$ cat config.mk
export PLATFORM = sky130hd
export DESIGN_NAME = io_key_capture
export DESIGN_NICKNAME = d
export VERILOG_FILES = /design/src/rtl/io_key_capture.sv
export SDC_FILE = /design/constraint.sdc
export NUM_CORES = 1
export LEC_CHECK = 0
export BUFFER_PORTS_ARGS = -buffer_cell sky130_fd_sc_hd__buf_4
export CORE_MARGIN = 5
export CORE_UTILIZATION = 45
export DETAILED_ROUTE_END_ITERATION = 12
export PLACE_DENSITY = 0.9
export SYNTH_ARGS = -nofsm -noshare
export SYNTH_HDL_FRONTEND = slang
export SYNTH_SLANG_ARGS = --single-unit
$ cat constraint.sdc
create_clock -name clk -period 1.3 [get_ports clk]
set_input_delay 0.065 -clock clk [delete_from_list [all_inputs] [get_ports clk]]
set_output_delay 0.065 -clock clk [all_outputs]
set_load 0.005 [all_outputs]
$ cat src/rtl/io_key_capture.sv
// KEY input peripheral: 2-flop sync + per-key debounce, sticky press capture, maskable irq.
// Stable state updates DEBOUNCE+2 edges after a raw change; combinational read, always-ready bus (no stall).
module io_key_capture #(
  parameter int NKEYS    = 4,
  parameter int DEBOUNCE = 4,
  parameter int CNT_W    = 3
) (
  input  logic             clk,
  input  logic             reset,
  input  logic [NKEYS-1:0] key_n,
  input  logic             sel,
  input  logic             reg_sel,
  input  logic             we,
  input  logic [31:0]      wdata,
  output logic [31:0]      rdata,
  output logic [NKEYS-1:0] level,
  output logic             irq
);

  logic [NKEYS-1:0]            s1_q, s1_d;
  logic [NKEYS-1:0]            s2_q, s2_d;
  logic [NKEYS-1:0]            stable_n_q, stable_n_d;
  logic [NKEYS-1:0][CNT_W-1:0] cnt_q, cnt_d;
  logic [NKEYS-1:0]            capture_q, capture_d;
  logic [NKEYS-1:0]            mask_q, mask_d;
  logic [NKEYS-1:0]            press;
  logic                        status_wr;
  logic                        mask_wr;
  logic                        unused_wdata;

  assign status_wr    = sel & we & ~reg_sel;
  assign mask_wr      = sel & we & reg_sel;
  assign unused_wdata = ^wdata;

  always_comb begin
    s1_d       = key_n;
    s2_d       = s1_q;
    stable_n_d = stable_n_q;
    cnt_d      = cnt_q;
    press      = '0;
    for (int i = 0; i < NKEYS; i++) begin
      if (s2_q[i] == stable_n_q[i]) begin
        cnt_d[i] = '0;
      end else if (cnt_q[i] == CNT_W'(DEBOUNCE - 1)) begin
        stable_n_d[i] = s2_q[i];
        cnt_d[i]      = '0;
        press[i]      = ~s2_q[i];
      end else begin
        cnt_d[i] = cnt_q[i] + CNT_W'(1);
      end
    end
  end

  // Clear is applied first so a press landing on the same edge wins.
  always_comb begin
    capture_d = capture_q;
    mask_d    = mask_q;
    if (status_wr) begin
      capture_d = capture_d & ~wdata[8 +: NKEYS];
    end
    capture_d = capture_d | press;
    if (mask_wr) begin
      mask_d = wdata[NKEYS-1:0];
    end
  end

  always_ff @(posedge clk or posedge reset) begin
    if (reset) begin
      s1_q       <= '1;
      s2_q       <= '1;
      stable_n_q <= '1;
      cnt_q      <= '0;
      capture_q  <= '0;
      mask_q     <= '0;
    end else begin
      s1_q       <= s1_d;
      s2_q       <= s2_d;
      stable_n_q <= stable_n_d;
      cnt_q      <= cnt_d;
      capture_q  <= capture_d;
      mask_q     <= mask_d;
    end
  end

  assign level = ~stable_n_q;
  assign irq   = |(capture_q & mask_q);

  always_comb begin
    rdata = '0;
    if (sel) begin
      if (reg_sel) begin
        rdata[NKEYS-1:0] = mask_q;
      end else begin
        rdata[NKEYS-1:0]  = level;
        rdata[8 +: NKEYS] = capture_q;
      end
    end
  end

endmodule

==> results of run 1 <==
-- final timing paths --
check	from	endpoint
max in group asynchronous	reset	s2_q[2]
max reg2reg	cnt_q[6]	stable_n_q[2]
max	stable_n_q[0]	rdata[0]
min	wdata[8]	capture_q[0]
min reg2reg	s1_q[0]	s2_q[0]
min in group asynchronous	reset	cnt_q[0]
-- worst max-delay path: cells and delay by family, from the launching register on --
kind,cells,cell delay [ps]
AOI/OAI and AO/OA,1,210
buffers and inverters,2,150
DFF,1,560
-- Yosys cell counts (all sizes together), types with 8 or more instances --
cell   count  area [sq um]
buf       26         198.9
dfrtp     20         500.5
dfstp     12         315.3
inv        9         33.78
nor3b      8         60.06
-- what timing repair did --
item,in CTS,in global routing
setup buffers,8,0
setup endpoints to repair,4,5
hold buffers,9,0
hold endpoints to repair,28,0
pin swaps,2,0
resized for setup,8,1
-- state kept, by name (all words and copies together), names as in the netlist --
register	count
s2_q	4
capture_q	4
stable_n_q	4
s1_q	4
mask_q	4
cnt_q	12
-- per-stage QoR --
stage	instance area (sq um)	setup WS [ps]	cells	total power, mW
final	1953	-31.20	223	3.097
after global routing	1953	-81.47	223	3.305
after CTS	1948	-38.27	223	3.116
after detailed placement	1724	122.9	198	2.288
after global placement	1724	172.4	198	2.230
after floorplan	1640	216.1	148	1.990
-- per-layer routing --
metal  vias to the layer above  global-route usage [%]  wire (um)
li1                        482                       -          -
met1                       493                   16.31       1231
met2                        32                   23.60       1487
met3                         8                   4.538        199
met4                         0                   7.299         72
met5                         -                       0          0
-- area by class of cell --
type                            count  area [sq um]  share of cell area, %
Sequential cell                    32         815.8                  41.77
Multi-Input combinational cell     81         596.8                  30.56
Timing Repair Buffer               47         390.4                  19.99
Clock buffer                        8         58.81                  3.011
Tap cell                           46         57.56                  2.947
Inverter                            9         33.78                  1.730
-- cells in the final DEF, fill, tap and decap left out --
cell           count
a22oi_1            1
a22oi_2            1
a32o_1             4
and2_1             4
and2b_1            1
buf_4             34
buf_6              4
clkbuf_1           2
clkbuf_4           5
clkbuf_8           1
conb_1            24
dfrtp_1           20
dfstp_2           12
dlygate4sd3_1      9
ha_1               4
inv_1              5
inv_2              4
mux2_4             4
mux2i_1            4
nand2_1            1
nand2b_1           2
nand3_4            1
nand4b_1           4
nor2b_1            4
nor3_1             4
nor3b_1            8
o211a_1            4
or2b_1             2
xnor2_1            4
-- cell families (layout without fill, tap and decap cells) --
logic type,after synthesis,count (layout)
compound gates,10,10
xor+xnor,4,4
fa+ha+maj,4,4
buf+inv,35,64
flops,32,32
mux,8,8
other cells,1,24
simple gates,31,31
-- power by group through the flow --
stage	logic [mW]	registers [mW]	clock network [mW]
floorplan	0.580	1.41	0
global placement	0.792	1.44	0
detailed placement	0.834	1.45	0
CTS	1.08	1.43	0.606
global route	1.20	1.46	0.652
finish	1.08	1.43	0.595
==> results.md, run 1 <==
* Clk sinks at 32
* Maximum vdd drop at 0.9236 mV
* Leak at 0.9818 nW
* # rows at 21
* Largest net degree at the start of global routing at 33
* Fraction of layout cells with a size suffix above 1 at 37.29%
* Post-Synth Adder-Cell Area at 3.221%
* DRT antenna net count at 0
* Final period utilization at 102.4%
* DR iter-0 viols at 32
* Diode count at 0
* Vias per Instance at 4.552
* Post-Syn Area per Cell at 12.43 sq um
* Post-layout util at 58.53%
* Crit end category: primary output
* Largest family of logic cells by synthesized area: buffers and inverters
* Clk slew on worst S/H paths at 100 ps
* Yosys cell types at 23
* Post-route DRC at 0
* Max Cap Viol at 0
* Final wirelength at 2991 um
* Worst hold path depth at 3
* Switch share at 29.78%
* Worst-Skew Late Latency at 340 ps
* WP data required at 1240 ps
* CTS tree: yes
* Die height at 68.77 um
* Final setup fails at 4
* Filler instances at 290
* Synth async-reset ratio at 100.0%
* Clock root cell: clkbuf_4
* Startpoint Class: flop
* Worst Path Arrival at 1270 ps
* Routed len/inst at 13.41 um
* Simple-Gate Fraction of Synth Area at 14.25%
* DR vias at 1015
* Flops & latches, synth at 32
* Fin. Hold Viols at 0
* GRT overflow at 0
* Setup ws final at -31.20 ps
* H-tree depth at 2
* CP max stage cell: dfstp_2
* Initial antenna violation count at 0
* Die area at 0.004729 sq mm
* Tot GR Track Use at 14.20%
* Share of power burned in registers at 46.0%
* Sequential share of the synthesized area at 52.50%
* Clock share of power at 19.2%
* Initial core utilization at 46.57%
* Total Nets Final at 221
* Routability congestion estimate at 0.6717
* Multiplexer share of the synthesized area at 6.441%
* Core area at 0.003337 sq mm
* Worst r2r path cells at 3
* CP max stage delay at 560 ps
* Netlist Area Pre-Place at 0.001554 sq mm
* R2r setup slk at 100 ps
* HPWL Detailed at 2108 um
* Xor/xnor share of the synthesized area at 2.254%
* Worst hold margin at 66.14 ps
* Post-route setup TNS at -64.42 ps
* Cell Pwr Density at 1586 mW/mm^2
* Total iterations of the first detailed-routing run at 4
* Minimum clock period at 1331 ps
* Worst Hold Class: in2reg
* Most used DFF post-synth: dfrtp_1
* Die width at 68.77 um
* Int Power at 2.175 mW
* First-pass GRT wire length at 4843 um
* Worst-path cell chain: inv_2 > o211a_1 > buf_6
* Inserted Clock Buffers at 5
* Synth Instances at 125
* Syn. warnings at 0
* IO buf count at 29
* RSZ-0062 raised after global routing: yes
* Slew Limit Fails at 0
* Skew final at 5.452 ps
* Fmax at 0.7512 GHz
* Comb pwr share at 34.8%
* Net Switching at 0.9225 mW
* Vias in the first global route at 1078
* Post-synth EDFFs at 0
* I/O Pins at 78
* Crit path max fanout at 2
* Critical path class: reg2out
* Post-synthesis compound-gate area fraction at 6.119%
* Clock buffer depth at 2
* Area grow syn2layout at 25.68%
* Status: complete, but fails checks
* Failing checks: setup timing
No activity file was read; power rests on OpenSTA's default activity.
==> run 2: changes to the inputs <==
--- a/config.mk
+++ b/config.mk
@@ -8,6 +8,7 @@
 export BUFFER_PORTS_ARGS = -buffer_cell sky130_fd_sc_hd__buf_4
 export CORE_MARGIN = 5
 export CORE_UTILIZATION = 45
+export CTS_BUF_LIST = sky130_fd_sc_hd__clkbuf_4 sky130_fd_sc_hd__clkbuf_8 sky130_fd_sc_hd__clkbuf_16
 export DETAILED_ROUTE_END_ITERATION = 12
 export PLACE_DENSITY = 0.9
 export SYNTH_ARGS = -nofsm -noshare
==> run 2 against run 1 <==
  * The run still ends with setup timing left
  * Via count is 0.39% lower
  * Flip-flop and latch count unchanged
  * Design area is 0.38% higher
  * Worst setup slack improved by 12 ps
  * Critical path type unchanged
==> results.md, run 2 (synthesized netlist as in run 1, its figures left out) <==
* Core area at 0.003337 sq mm (unchanged)
* Worst reg2reg endpoint: stable_n_q[2]
* GRT overflow at 0 (unchanged)
* DP Cell Count at 198 (unchanged)
* Worst-path cell chain: inv_2 > o211a_1 > buf_6
* HPWL Detailed at 2108 um (unchanged)
* PnR Total Power at 3.128 mW (+0.98%)
* Fraction of layout cells with a size suffix above 1 at 38.42% (+1.1 points)
* Slew Limit Fails at 0 (unchanged)
* Startpoint Class: flop
* Crit path max fanout at 2 (unchanged)
* Skew final at 4.867 ps (-0.5847 ps)
* CTS tree: yes
* Initial antenna violation count at 0 (unchanged)
* Final setup fails at 4 (unchanged)
* Maximum vdd drop at 0.9240 mV (about the same)
* Diode count at 0 (unchanged)
* Crit end category: primary output
* Max Cap Viol at 0 (unchanged)
* Post-layout util at 58.76% (+0.22 points)
* Filler instances at 291 (+0.34%)
* Routability congestion estimate at 0.6717 (unchanged)
* Worst reg2reg path startpoint: cnt_q[6]
* DR vias at 1011 (-0.39%)
* Worst Hold Class: in2reg
* Initial core utilization at 46.57% (unchanged)
* Comb pwr share at 34.3% (-0.5 points)
* DP Area at 0.001724 sq mm (unchanged)
* I/O Pins at 78 (unchanged)
* Total Nets Final at 221 (unchanged)
* Final wirelength at 2952 um (-1.3%)
* Inserted Clock Buffers at 5 (unchanged)
* Minimum clock period at 1319 ps (-12.25 ps)
* Worst-Skew Late Latency at 330 ps (about the same)
* Share of power burned in registers at 45.5% (-0.5 points)
* First-pass GRT wire length at 4830 um (-0.27%)
* Fmax at 0.7582 GHz (+0.93%)
* Die height at 68.77 um (unchanged)
* Final Cell Area at 0.001961 sq mm (+0.38%)
* Switch share at 29.14% (-0.64 points)
* Net Switching at 0.9114 mW (-1.2%)
* Vias per Instance at 4.534 (-0.39%)
* Most flop-heavy register: cnt_q
* Worst Setup SP: stable_n_q[0]
* Die width at 68.77 um (unchanged)
* Clock root cell: clkbuf_4
* Fin. Hold Viols at 0 (unchanged)
* Tot GR Track Use at 14.14% (-0.059 points)
* Failing checks: setup timing
* Worst setup endpoint: rdata[0]
* Clock buffer depth at 2 (unchanged)
* Area grow syn2layout at 26.17%
* Post-route DRC at 0 (unchanged)
* Worst Path Arrival at 1250 ps (-20 ps)
* Setup ws final at -18.96 ps (+12.25 ps)
* Clock share of power at 20.2% (+1.0 points)
* Cell Pwr Density at 1595 mW/mm^2 (+0.60%)
* Commonest non-fill, non-tap cells in the layout: 34 x buf_4, 24 x conb_1, 20 x dfrtp_1
* Int Power at 2.217 mW (+1.9%)
* Vias in the first global route at 1065 (-1.2%)
* Routed len/inst at 13.24 um (-1.3%)
* Critical path class: reg2out
* Clk slew on worst S/H paths at 90 ps (about the same)
* Largest net degree at the start of global routing at 33 (unchanged)
* H-tree depth at 2 (unchanged)
* Non-Filler Instances at 223 (unchanged)
* DR iter-0 viols at 25 (-22%)
* Worst r2r path cells at 3 (unchanged)
* Total iterations of the first detailed-routing run at 4 (unchanged)
* Final period utilization at 101.5% (-0.94 points)
* IO buf count at 29 (unchanged)
* Register area at 815.8 sq um (unchanged)
* # rows at 21 (unchanged)
* Clk sinks at 32 (unchanged)
* Commonest non-fill, non-tap cell in the layout: buf_4
* R2r setup slk at 100 ps (about the same)
* Die area at 0.004729 sq mm (unchanged)
* CP max stage delay at 560 ps (about the same)
* WP data required at 1240 ps (about the same)
* CP max stage cell: dfstp_2
* Worst hold margin at 70.15 ps (+4.013 ps)
* RSZ-0062 raised after global routing: yes
* Multi-input gate area at 596.8 sq um (unchanged)
* Leak at 0.9886 nW (+0.70%)
* Status: complete, but fails checks
* Number of flip-flops under the largest register name at 12 (unchanged)
* DRT antenna net count at 0 (unchanged)
## run 2: cell types whose count changed in the layout (fill, tap and decap cells not counted)
cell | before | now
clkbuf_1 | 2 | 0
clkbuf_4 | 5 | 7
## run 2: worst min path at each step
stage / startpoint / slack (ps) / endpoint / cells past startpoint
after CTS: wdata[8] / 60 / capture_q[0] / 3
after floorplan: key_n[0] / 70 / s1_q[0] / 0
after global routing: wdata[10] / 60 / capture_q[2] / 3
final: wdata[8] / 70 / capture_q[0] / 3
after global placement: reset / 170 / cnt_q[3] / 3
after detailed placement: key_n[0] / 170 / s1_q[0] / 1
## run 2: area by class of cell
| cell class | instances | share of cell area, % |
|---|---|---|
| clock buffers | 8 | 3.382 |
| multi-input cells | 81 | 30.44 |
| repair buffers | 47 | 19.91 |
| well taps | 46 | 2.936 |
| inverters | 9 | 1.723 |
| flip-flops and latches | 32 | 41.61 |
## run 2: critical path: cells and delay by family, from the launching register on
kind	cells	cell delay, ps
flip-flops	1	560
AO/OA/AOI/OAI	1	210
buffers and inverters	2	150
## run 2: stage by stage
stage	setup TNS, ps	setup WS (ps)
6_report	-46.69	-18.96
4_1_cts	-84.32	-27.26
2_1_floorplan	0	216.1
3_3_place_gp	0	172.4
3_5_place_dp	0	122.9
5_1_grt	-263.6	-76.24
## run 2: power by group through the flow
stage	clock [mW]	combinational [mW]	sequential, mW
floorplan	0	0.580	1.41
CTS	0.648	1.08	1.42
global placement	0	0.792	1.44
global route	0.694	1.19	1.46
finish	0.631	1.07	1.42
detailed placement	0	0.834	1.45
## run 2: per-layer routing
metal / global-route usage, % / wire [um] / vias to the layer above
met5: 0 / 0 / -
met4: 7.299 / 73 / 0
met3: 4.538 / 192 / 8
met2: 23.36 / 1477 / 32
met1: 16.34 / 1208 / 491
li1: - / - / 480
## run 2: timing repair
item | in CTS | in global routing
hold endpoints to repair | 28 | 0
hold buffers | 9 | 0
pin swaps | 2 | 0
resized for setup | 8 | 1
setup buffers | 8 | 0
setup endpoints to repair | 4 | 5
